### src/rtl/hazard_flush_ctrl.sv
// hazard_flush_ctrl
//   Stall/flush/redirect controller that sits beside the decode stage.
//   - Detects load-use hazards between the decode-stage and execute-stage
//     instructions and inserts a single bubble.
//   - Squashes wrong-path instructions when a branch resolves taken.
//   - Sequences the RET/RTI drain (stack pop) and the interrupt entry
//     (PC push, then vector).
//
// Ports
//   clk            rising-edge clock
//   reset          asynchronous, active-low reset
//   RA_D, RB_D     decode-stage source register indices
//   uses_ra_D/rb_D decode-stage instruction reads RA / RB
//   rd_en_E        execute-stage instruction is a load
//   wr_en_regf_E   execute-stage instruction writes the register file
//   dest_E         execute-stage destination register
//   branch_taken_E branch resolved taken in execute
//   is_ret_E       RET/RTI in execute
//   intr           external interrupt (asynchronous level)
//   stall_F        hold the PC
//   stall_D        hold the IF/ID register
//   flush_D        clear the IF/ID register
//   flush_E        clear the ID/EX register
//   pc_sel         00 PC+1, 01 branch target, 10 popped PC, 11 vector
//   int_push       strobe: push return PC
//   intr_ack       strobe: interrupt accepted (vector cycle)
module hazard_flush_ctrl #(
    parameter int RET_CYCLES = 2
) (
    input  logic       clk,
    input  logic       reset,
    input  logic [1:0] RA_D,
    input  logic [1:0] RB_D,
    input  logic       uses_ra_D,
    input  logic       uses_rb_D,
    input  logic       rd_en_E,
    input  logic       wr_en_regf_E,
    input  logic [1:0] dest_E,
    input  logic       branch_taken_E,
    input  logic       is_ret_E,
    input  logic       intr,
    output logic       stall_F,
    output logic       stall_D,
    output logic       flush_D,
    output logic       flush_E,
    output logic [1:0] pc_sel,
    output logic       int_push,
    output logic       intr_ack
);

    typedef enum logic [1:0] {
        IDLE       = 2'b00,
        RET_DRAIN  = 2'b01,
        INT_PUSH   = 2'b10,
        INT_VECTOR = 2'b11
    } state_t;

    // The first drain cycle already counts, so the counter starts one lower.
    localparam logic [2:0] RET_LOAD = 3'(RET_CYCLES - 1);

    state_t     state;
    state_t     state_next;
    logic [2:0] cnt;
    logic [2:0] cnt_next;

    logic       intr_sync1;
    logic       intr_sync2;
    logic       intr_prev;
    logic       intr_rise;
    logic       pending;
    logic       load_use;

    always_ff @(posedge clk or negedge reset) begin
        if (!reset) begin
            state <= IDLE;
            cnt   <= 3'd0;
        end else begin
            state <= state_next;
            cnt   <= cnt_next;
        end
    end

    // Two-flop synchronizer, then an edge-detect flop on the synchronized level.
    always_ff @(posedge clk or negedge reset) begin
        if (!reset) begin
            intr_sync1 <= 1'b0;
            intr_sync2 <= 1'b0;
            intr_prev  <= 1'b0;
        end else begin
            intr_sync1 <= intr;
            intr_sync2 <= intr_sync1;
            intr_prev  <= intr_sync2;
        end
    end

    assign intr_rise = intr_sync2 & ~intr_prev;

    // A new edge wins over the clear in the vector cycle, so an interrupt
    // raised exactly then is not lost; edges while pending simply merge.
    always_ff @(posedge clk or negedge reset) begin
        if (!reset) begin
            pending <= 1'b0;
        end else begin
            pending <= (pending & (state != INT_VECTOR)) | intr_rise;
        end
    end

    assign load_use = rd_en_E & wr_en_regf_E &
                      ((uses_ra_D & (RA_D == dest_E)) |
                       (uses_rb_D & (RB_D == dest_E)));

    always_comb begin
        state_next = state;
        cnt_next   = cnt;
        stall_F    = 1'b0;
        stall_D    = 1'b0;
        flush_D    = 1'b0;
        flush_E    = 1'b0;
        pc_sel     = 2'b00;
        int_push   = 1'b0;
        intr_ack   = 1'b0;

        // Outputs must be quiet while reset is held, whatever E/D present.
        if (reset) begin
            case (state)
                IDLE: begin
                    if (branch_taken_E) begin
                        flush_D = 1'b1;
                        flush_E = 1'b1;
                        pc_sel  = 2'b01;
                    end else if (is_ret_E) begin
                        flush_D    = 1'b1;
                        flush_E    = 1'b1;
                        stall_F    = 1'b1;
                        cnt_next   = RET_LOAD;
                        state_next = RET_DRAIN;
                    end else if (load_use) begin
                        stall_F = 1'b1;
                        stall_D = 1'b1;
                        flush_E = 1'b1;
                    end else if (pending) begin
                        stall_F    = 1'b1;
                        flush_D    = 1'b1;
                        flush_E    = 1'b1;
                        int_push   = 1'b1;
                        state_next = INT_PUSH;
                    end
                end
                RET_DRAIN: begin
                    flush_D = 1'b1;
                    flush_E = 1'b1;
                    if (cnt != 3'd0) begin
                        stall_F  = 1'b1;
                        cnt_next = cnt - 3'd1;
                    end else begin
                        pc_sel     = 2'b10;
                        state_next = IDLE;
                    end
                end
                INT_PUSH: begin
                    stall_F    = 1'b1;
                    flush_D    = 1'b1;
                    flush_E    = 1'b1;
                    state_next = INT_VECTOR;
                end
                INT_VECTOR: begin
                    pc_sel     = 2'b11;
                    intr_ack   = 1'b1;
                    flush_D    = 1'b1;
                    flush_E    = 1'b1;
                    state_next = IDLE;
                end
                default: state_next = IDLE;
            endcase
        end
    end

endmodule

### config.mk
export PLATFORM = sky130hd
export DESIGN_NAME = hazard_flush_ctrl
export DESIGN_NICKNAME = d
export VERILOG_FILES = /design/src/rtl/hazard_flush_ctrl.sv
export SDC_FILE = /design/constraint.sdc
export NUM_CORES = 1
export LEC_CHECK = 0
export CORE_AREA = 2 2 41 43
export CTS_CLUSTER_SIZE = 10
export DETAILED_ROUTE_END_ITERATION = 8
export DIE_AREA = 0 0 43 45
export GPL_ROUTABILITY_DRIVEN = 1
export PLACE_DENSITY_LB_ADDON = 0.05
export SLEW_MARGIN = 20
export SYNTH_ARGS = -nofsm -noshare
export SYNTH_HDL_FRONTEND = slang
export SYNTH_SLANG_ARGS = --single-unit
### constraint.sdc
create_clock -name clk -period 2 [get_ports clk]
set_input_delay 0.5 -clock clk [delete_from_list [all_inputs] [get_ports clk]]
set_output_delay 0.5 -clock clk [all_outputs]
set_load 0.02 [all_outputs]
# Word level (Yosys, flattened, before mapping)
# Index checks and enable logic that the tools add are counted.
# word_totals
reg_bits,9
latch_bits,0
mem_bits_rw,0
mem_bits_ro,0
inputBits,15
output_inout_bits,8
n_memories,0
# classes
add_sub_neg,1
multipliers,0
div,0
magnitude_cmp,0
n_eq_ne,12
shift,0
mux,40
bitwise,9
reduce_logical,6
# ops
cell,n
two-way mux 1 bit,24
two-way mux 2 bit,7
inequality test 2 bit (second input constant),5
AND reduction 5 bit,2
two-way mux 3 bit,3
one-hot mux 2 bit (4 select lines),1
bitwise AND 1 bit,6
inequality test 3 bit (second input constant),2
one-hot mux 2 bit (3 select lines),1
one-hot mux 3 bit (2 select lines),1
equality test 2 bit,2
equality test 2 bit (second input constant),2
one-hot mux 1 bit (2 select lines),2
one-hot mux 1 bit (3 select lines),1
nonzero test 3 bit,1
OR reduction 3 bit,1
subtractor 3 x 1 -> 3 bit (second input constant),1
equality test 2 x 1 -> 1 bit (second input constant),1
logical NOT 2 bit,1
OR 1 bit,2
nonzero test 2 bit,1
NOT 1 bit,1

# Logic depth before layout (Yosys ltp)
# Gate-level depths: netlist (run 1).
# logic_depth
depth_word,9
mapped_depth,6
depth_no_buf,6

# Least setup slack after synthesis (run 1)
# No wires, ideal clock.
# synth_path
kind,input port to output port
start,in dest_E[1]
end,out stall_F
t_arrival_ps,1526
required_time_ps,1500
slack_ps,-26
path_stages,4
n_path_buf,0
cell_sequence,or2_1 > a211oi_2 > o41ai_1 > a21oi_1
# synth_via
elab_chain_cells,9
elab_cells_between_ends,11
# synth_rtl
element,line_no,rtl
from (decl),38,"input logic [1:0] dest_E,"
equality test 2 bit (on tied branches),"109, 110",
bitwise AND 1 bit (on tied branches),"109, 110",
OR 1 bit (*),109,((uses_ra_D & (RA_D == dest_E)) |
bitwise AND 1 bit (*),108,assign load_use = rd_en_E & wr_en_regf_E &
two-way mux 1 bit (*),137,end else if (load_use) begin
two-way mux 1 bit (*),131,end else if (is_ret_E) begin
two-way mux 1 bit (*),127,if (branch_taken_E) begin
one-hot mux 1 bit (3 select lines) (*),125,case (state)
two-way mux 1 bit (*),124,if (reset) begin
to (decl),42,"output logic stall_F,"
# Every way passes the cells marked *; elsewhere a longest branch is shown, timed or not.

# Final worst setup path (run 1)
# layout_path
start,in RB_D[1]
end,out stall_F
# layout_via
elab_chain_cells,9
# layout_rtl
element,line_no,rtl
from (decl),33,"input logic [1:0] RB_D,"
equality test 2 bit,110,(uses_rb_D & (RB_D == dest_E)));
bitwise AND 1 bit,110,
OR 1 bit,109,
bitwise AND 1 bit,108,
two-way mux 1 bit,137,
two-way mux 1 bit,131,
two-way mux 1 bit,127,
one-hot mux 1 bit (3 select lines),125,
two-way mux 1 bit,124,
# Every way passes these cells.

==> results of run 1 <==
-- how the worst max path moves through the flow --
stage          depth (start not counted)  slack (ps)       to  startpoint
6_report                               6         -80  stall_F     RB_D[1]
4_1_cts                                6         -50  stall_F     RB_D[1]
2_1_floorplan                          4          70  stall_F   dest_E[1]
3_5_place_dp                           6        -950  stall_F   dest_E[1]
3_3_place_gp                           6        -920  stall_F   dest_E[1]
5_1_grt                                6        -140  stall_F     RB_D[1]
-- layout make-up --
type	instances	share of cell area (%)
multi-input cells	52	37.9
repair buffers	47	34.6
flip-flops and latches	9	21.0
clock buffers	3	2.10
inverters	6	2.10
well taps	16	1.86
clock inverters	1	0.466
-- cells in the final DEF (no fill, tap or decap), types with 3 or more instances in the layout --
master	count
inv_1	5
buf_6	4
nor2_1	6
nand2_1	9
a21oi_1	3
dlygate4sd2_1	6
dfrtp_1	9
buf_2	5
clkbuf_4	3
o21ai_0	4
buf_4	29
-- where the power goes --
part	switching, mW	internal, mW
clock	0.0634	0.0737
sequential	0.0324	0.241
combinational	0.290	0.305
-- logic make-up (layout without fill, tap and decap cells) --
group / count (synthesis) / in the layout
XOR/XNOR: 2 / 2
buffers and inverters: 7 / 57
AO/OA/AOI/OAI: 17 / 17
adder cells (fa/ha/maj): 2 / 2
AND/OR/NAND/NOR: 30 / 30
flip-flops: 9 / 9
multiplexers: 1 / 1
-- state kept, by name (all words and copies together), names as in the netlist --
signal / flops
intr_sync2: 1
cnt: 3
intr_prev: 1
state: 2
pending: 1
intr_sync1: 1
-- per-stage QoR --
stage	instances	TNS, ps	hold slack [ps]	power [mW]	utilization (%)
floorplan	68	0	204	0.566	-
global placement	123	-5830	343	0.827	64.8
detailed placement	123	-6010	345	0.841	64.8
CTS	133	-130	358	0.990	71.3
global route	134	-517	380	1.09	73.0
finish	134	-286	354	1.01	73.0
-- timing repair --
action,in CTS,in global routing
pin swaps,15,4
setup buffers,6,2
gates resized for setup,81,8
endpoints found under the setup margin,8,8
gates cloned,0,0
-- worst max-delay path, cell delays in order --
cell and delay, ps:
buf_6 90, or2_4 250, a211oi_4 320, o41ai_2 140
a21oi_2 150, buf_6 130
-- layer usage --
layer / GRT usage [%] / part of all wire (%)
met5: 0 / 0
met4: 7.88 / 0.66
met3: 7.60 / 6.8
met2: 37.6 / 52
met1: 21.0 / 40
==> impl_metrics.json, run 1 <==
{
  "cts_sinks": 9,
  "drt_wl_total_um": 1670,
  "power.density_mw_per_mm2": 937,
  "wire_per_inst_um": 12.5,
  "cts-buffers-inserted": 3,
  "core_area_mm2": 0.00147,
  "regToRegEndpoint": "cnt[0]$_DFFE_PN0P_",
  "diodes": 0,
  "track_usage_pct": 20.3,
  "vias": 665,
  "path_clk_slew_ps": 60,
  "drc": 0,
  "cts_tree": "built",
  "fillers": 127,
  "r2r_cells": 5,
  "synth_area_um2": 576,
  "synth_edf_count": 0,
  "syn_area_per_cell_um2": 8.46,
  "h-tree-depth": 1,
  "place_ws_ps": -953,
  "cts_buffer_depth": 2,
  "worstSetupEndpointType": "output port",
  "fin_area_mm2": 0.00107,
  "synthFlopType": "dfrtp_1",
  "via_per_inst": 4.96,
  "overflow": 0,
  "arrival_ps": 1580,
  "status": "complete, but fails checks",
  "drive_above_1_share_pct": 52.5,
  "post-dp-hpwl_um": 1270,
  "maxCapViolCount": 0,
  "synth_simple_gate_area_share_pct": 26.3,
  "synth_top_area_share_pct": 39.1,
  "ys_top_cells_by_count": "9 x dfrtp_1, 9 x nand2_1, 7 x nor2_1",
  "place_congestion": 0.795,
  "worst-slew-pin-transition_ps": 324,
  "synth-seq-cells": 9,
  "layout_min_cycle_time_ps": 2080,
  "dr.first_iter.drc_count": 5,
  "clk_latency_ps": 260,
  "final_max_slew_viol_count": 0,
  "syn-num-nets": 85,
  "synth_cell_type_count": 27,
  "synthMuxAreaShare_pct": 1.96,
  "synthCells": 68,
  "first_pass_iters": 4,
  "grt_max_degree": 8,
  "max_freq_mhz": 480,
  "ys_seq_area_share_pct": 39.1,
  "die_w_um": 43,
  "r2r-start": "state[0]$_DFFE_PN0P_",
  "num_rows": 14,
  "synth_compound_area_share_pct": 20.4,
  "yosysWarnings": 0,
  "ir_drop_mv": 0.722,
  "hold_depth": 0,
  "crit_fanout": 4,
  "synth.area.top_cells": "dfrtp_1 39%, nand2_1 5.9%, nor2_1 4.6%, a211oi_2 4.3%, a21oi_1 4.3%",
  "die_h_um": 45,
  "hp-class": "flip-flop to flip-flop",
  "port_buffers": 22,
  "clockRootBuffer": "clkbuf_4",
  "grt_pass1_vias": 682,
  "p_leak_nw": 0.513,
  "rsz0062_at_grt": "yes",
  "seq_area_um2": 225,
  "hold_end": "intr_sync2$_DFF_PN0_",
  "synth-xor-area-share_pct": 3.04,
  "die_area_mm2": 0.00194,
  "grt_antenna_before_repair": 0,
  "clock_skew_ps": 2.87,
  "post-route-period-util_pct": 104,
  "synth_top_family_by_area": "simple AND/OR/NAND/NOR gates",
  "rrSetupSlack_ps": 500,
  "crit_type": "primary input to output port",
  "violations": "setup timing",
  "grt_pass1_wl_um": 2810,
  "setup_viol": 5,
  "multiInputGateArea_um2": 407,
  "setup_slack_ps": -84.2,
  "synthToLayoutAreaGrowth_pct": 86.5,
  "hold_buffers": 0,
  "place_area_um2": 953,
  "required_ps": 1500,
  "synth-adder-area-share_pct": 4.35,
  "hp-start": "intr_sync1$_DFF_PN0_",
  "slew_headroom_pct": 78.3,
  "layout.nets": 136,
  "hold_viol_final": 0,
  "io_pins": 23,
  "async_flop_share_pct": 100,
  "start_util_pct": 39.1,
  "yosysTopAreaCell": "dfrtp_1",
  "crit_path_start_kind": "primary input",
  "ant_nets": 0
}
No activity file was read; power rests on OpenSTA's default activity.
==> run 2, diff against run 1 <==
Settings changed: GPL_ROUTABILITY_DRIVEN 1 to 0.
Clock period 2 ns to 2.5 ns, I/O delays scaled along.
==> impl_metrics.json, run 2 (synthesis gave the netlist of run 1 again) <==
{
  "status": "finished clean",
  "worstSetupEndpointType": "output port",
  "grt_antenna_before_repair": 0,
  "grt_max_degree": 9,
  "hp-class": "primary input to asynchronous set/reset pin",
  "die_area_mm2": 0.00194,
  "overflow": 0,
  "cts_buffer_depth": 2,
  "final_max_slew_viol_count": 0,
  "cts_tree": "built",
  "cts_sinks": 9,
  "tns_ps": 0,
  "worst-slew-pin-transition_ps": 285,
  "start_util_pct": 39.1,
  "drive_above_1_share_pct": 38.5,
  "crit_fanout": 4,
  "port_buffers": 22,
  "fin_util_pct": 65.6,
  "top_regs": "cnt x3, state x2",
  "final_common_cell": "buf_4",
  "ir_drop_mv": 0.506,
  "layout_min_cycle_time_ps": 2440,
  "via_per_inst": 4.98,
  "diodes": 0,
  "die_w_um": 43,
  "path_clk_slew_ps": 60,
  "max_freq_mhz": 410,
  "power.density_mw_per_mm2": 730,
  "grt_pass1_wl_um": 2650,
  "total_power_uw": 705,
  "vias": 622,
  "required_ps": 1880,
  "hold_buffers": 0,
  "track_usage_pct": 18.3,
  "arrival_ps": 1810,
  "drt_wl_total_um": 1510,
  "pwr-share-clk_pct": 16.1,
  "layout_common_cells": "18 x buf_4, 9 x nand2_1, 9 x dfrtp_1",
  "drc": 0,
  "layout.nets": 127,
  "clock_skew_ps": 0.719,
  "synthToLayoutAreaGrowth_pct": 67.8,
  "r2r_cells": 5,
  "clockRootBuffer": "clkbuf_4",
  "p_leak_nw": 0.473,
  "pwr-share-seq_pct": 32.6,
  "setup_viol": 0,
  "h-tree-depth": 1,
  "post-route-period-util_pct": 97.5,
  "rrSetupSlack_ps": 1020,
  "dr.first_iter.drc_count": 9,
  "largest_register_ffs": 3,
  "place_area_um2": 923,
  "cts-buffers-inserted": 3,
  "p_sw_share_pct": 39.8,
  "die_h_um": 45,
  "post-dp-hpwl_um": 1110,
  "clk_latency_ps": 260,
  "num_rows": 14,
  "maxCapViolCount": 0,
  "wire_per_inst_um": 12.1,
  "crit_type": "primary input to output port",
  "fin_area_um2": 966,
  "crit_path_start_kind": "primary input",
  "slew_headroom_pct": 80.9,
  "pwr-share-comb_pct": 51.4,
  "core_area_mm2": 0.00147,
  "ant_nets": 0,
  "switching_power_uw": 281,
  "hold_viol_final": 0,
  "regMostFlops": "cnt",
  "internal_power_uw": 424,
  "io_pins": 23,
  "grt_pass1_vias": 638,
  "first_pass_iters": 4,
  "rsz0062_at_grt": "yes"
}
[run 2: cell count changes in the layout (fill, tap and decap cells not counted), moves of 2 or more]
| cell | delta |
|---|---|
| a21oi_1 | +2 |
| a21oi_2 | -2 |
| buf_2 | -2 |
| buf_4 | -11 |
| buf_6 | -4 |
| clkbuf_2 | +5 |
| clkdlybuf4s50_1 | +3 |
[run 2: worst max-delay path, stage by stage]
cell,delay [ps]
clkdlybuf4s50_1,440
buf_4,160
nor2_1,170
o41ai_2,100
a21oi_1,140
buf_2,170
[run 2: power groups by stage]
stage,Combinational [mW],Sequential (mW),Clock (mW)
CTS,0.358,0.227,0.119
global placement,0.368,0.227,0
global route,0.410,0.237,0.124
finish,0.362,0.230,0.113
floorplan,0.229,0.217,0
detailed placement,0.371,0.230,0
[run 2: per-layer routing]
layer | vias up | global-route usage (%) | wire length, um
met4 | 0 | 3.64 | 10
li1 | 318 | - | -
met3 | 2 | 4.80 | 79
met5 | - | 0 | 0
met1 | 286 | 23.7 | 641
met2 | 16 | 31.2 | 783
[run 2: layout make-up]
type                    instances  area (um^2)
flip-flops and latches          9          225
well taps                      16         20.0
repair buffers                 38          289
clock buffers                   3         22.5
inverters                       6         22.5
fillers                       141          505
clock inverters                 1         5.00
multi-input cells              52          382
[run 2: worst paths after layout]
kind | startpoint | to
max in group asynchronous | reset | state[0]$_DFFE_PN0P_
max | branch_taken_E | stall_F
min reg2reg | intr_sync1$_DFF_PN0_ | intr_sync2$_DFF_PN0_
max reg2reg | cnt[0]$_DFFE_PN0P_ | cnt[0]$_DFFE_PN0P_
min | reset | state[1]$_DFFE_PN0P_
min in group clk | intr_sync1$_DFF_PN0_ | intr_sync2$_DFF_PN0_
[run 2: metrics by stage]
stage	std cells	setup WS, ps	hold WS, ps
finish	125	63.1	173
global route	125	-17.4	167
floorplan	68	224	329
CTS	125	5.29	317
global placement	120	-641	346
detailed placement	120	-663	342
[run 2: repair_timing]
| action | in CTS | in global routing |
|---|---|---|
| endpoints found under the hold margin | 0 | 0 |
| setup buffers | 1 | 0 |
| pin swaps | 8 | 7 |
| gates resized for setup | 40 | 16 |
| setup endpoints to repair | 8 | 6 |
==> run 3, diff against run 2 <==
Settings changed: HOLD_SLACK_MARGIN set to 0.1.
==> results of run 3 <==
The final DEF is identical to that of run 2; final timing and power are the same.
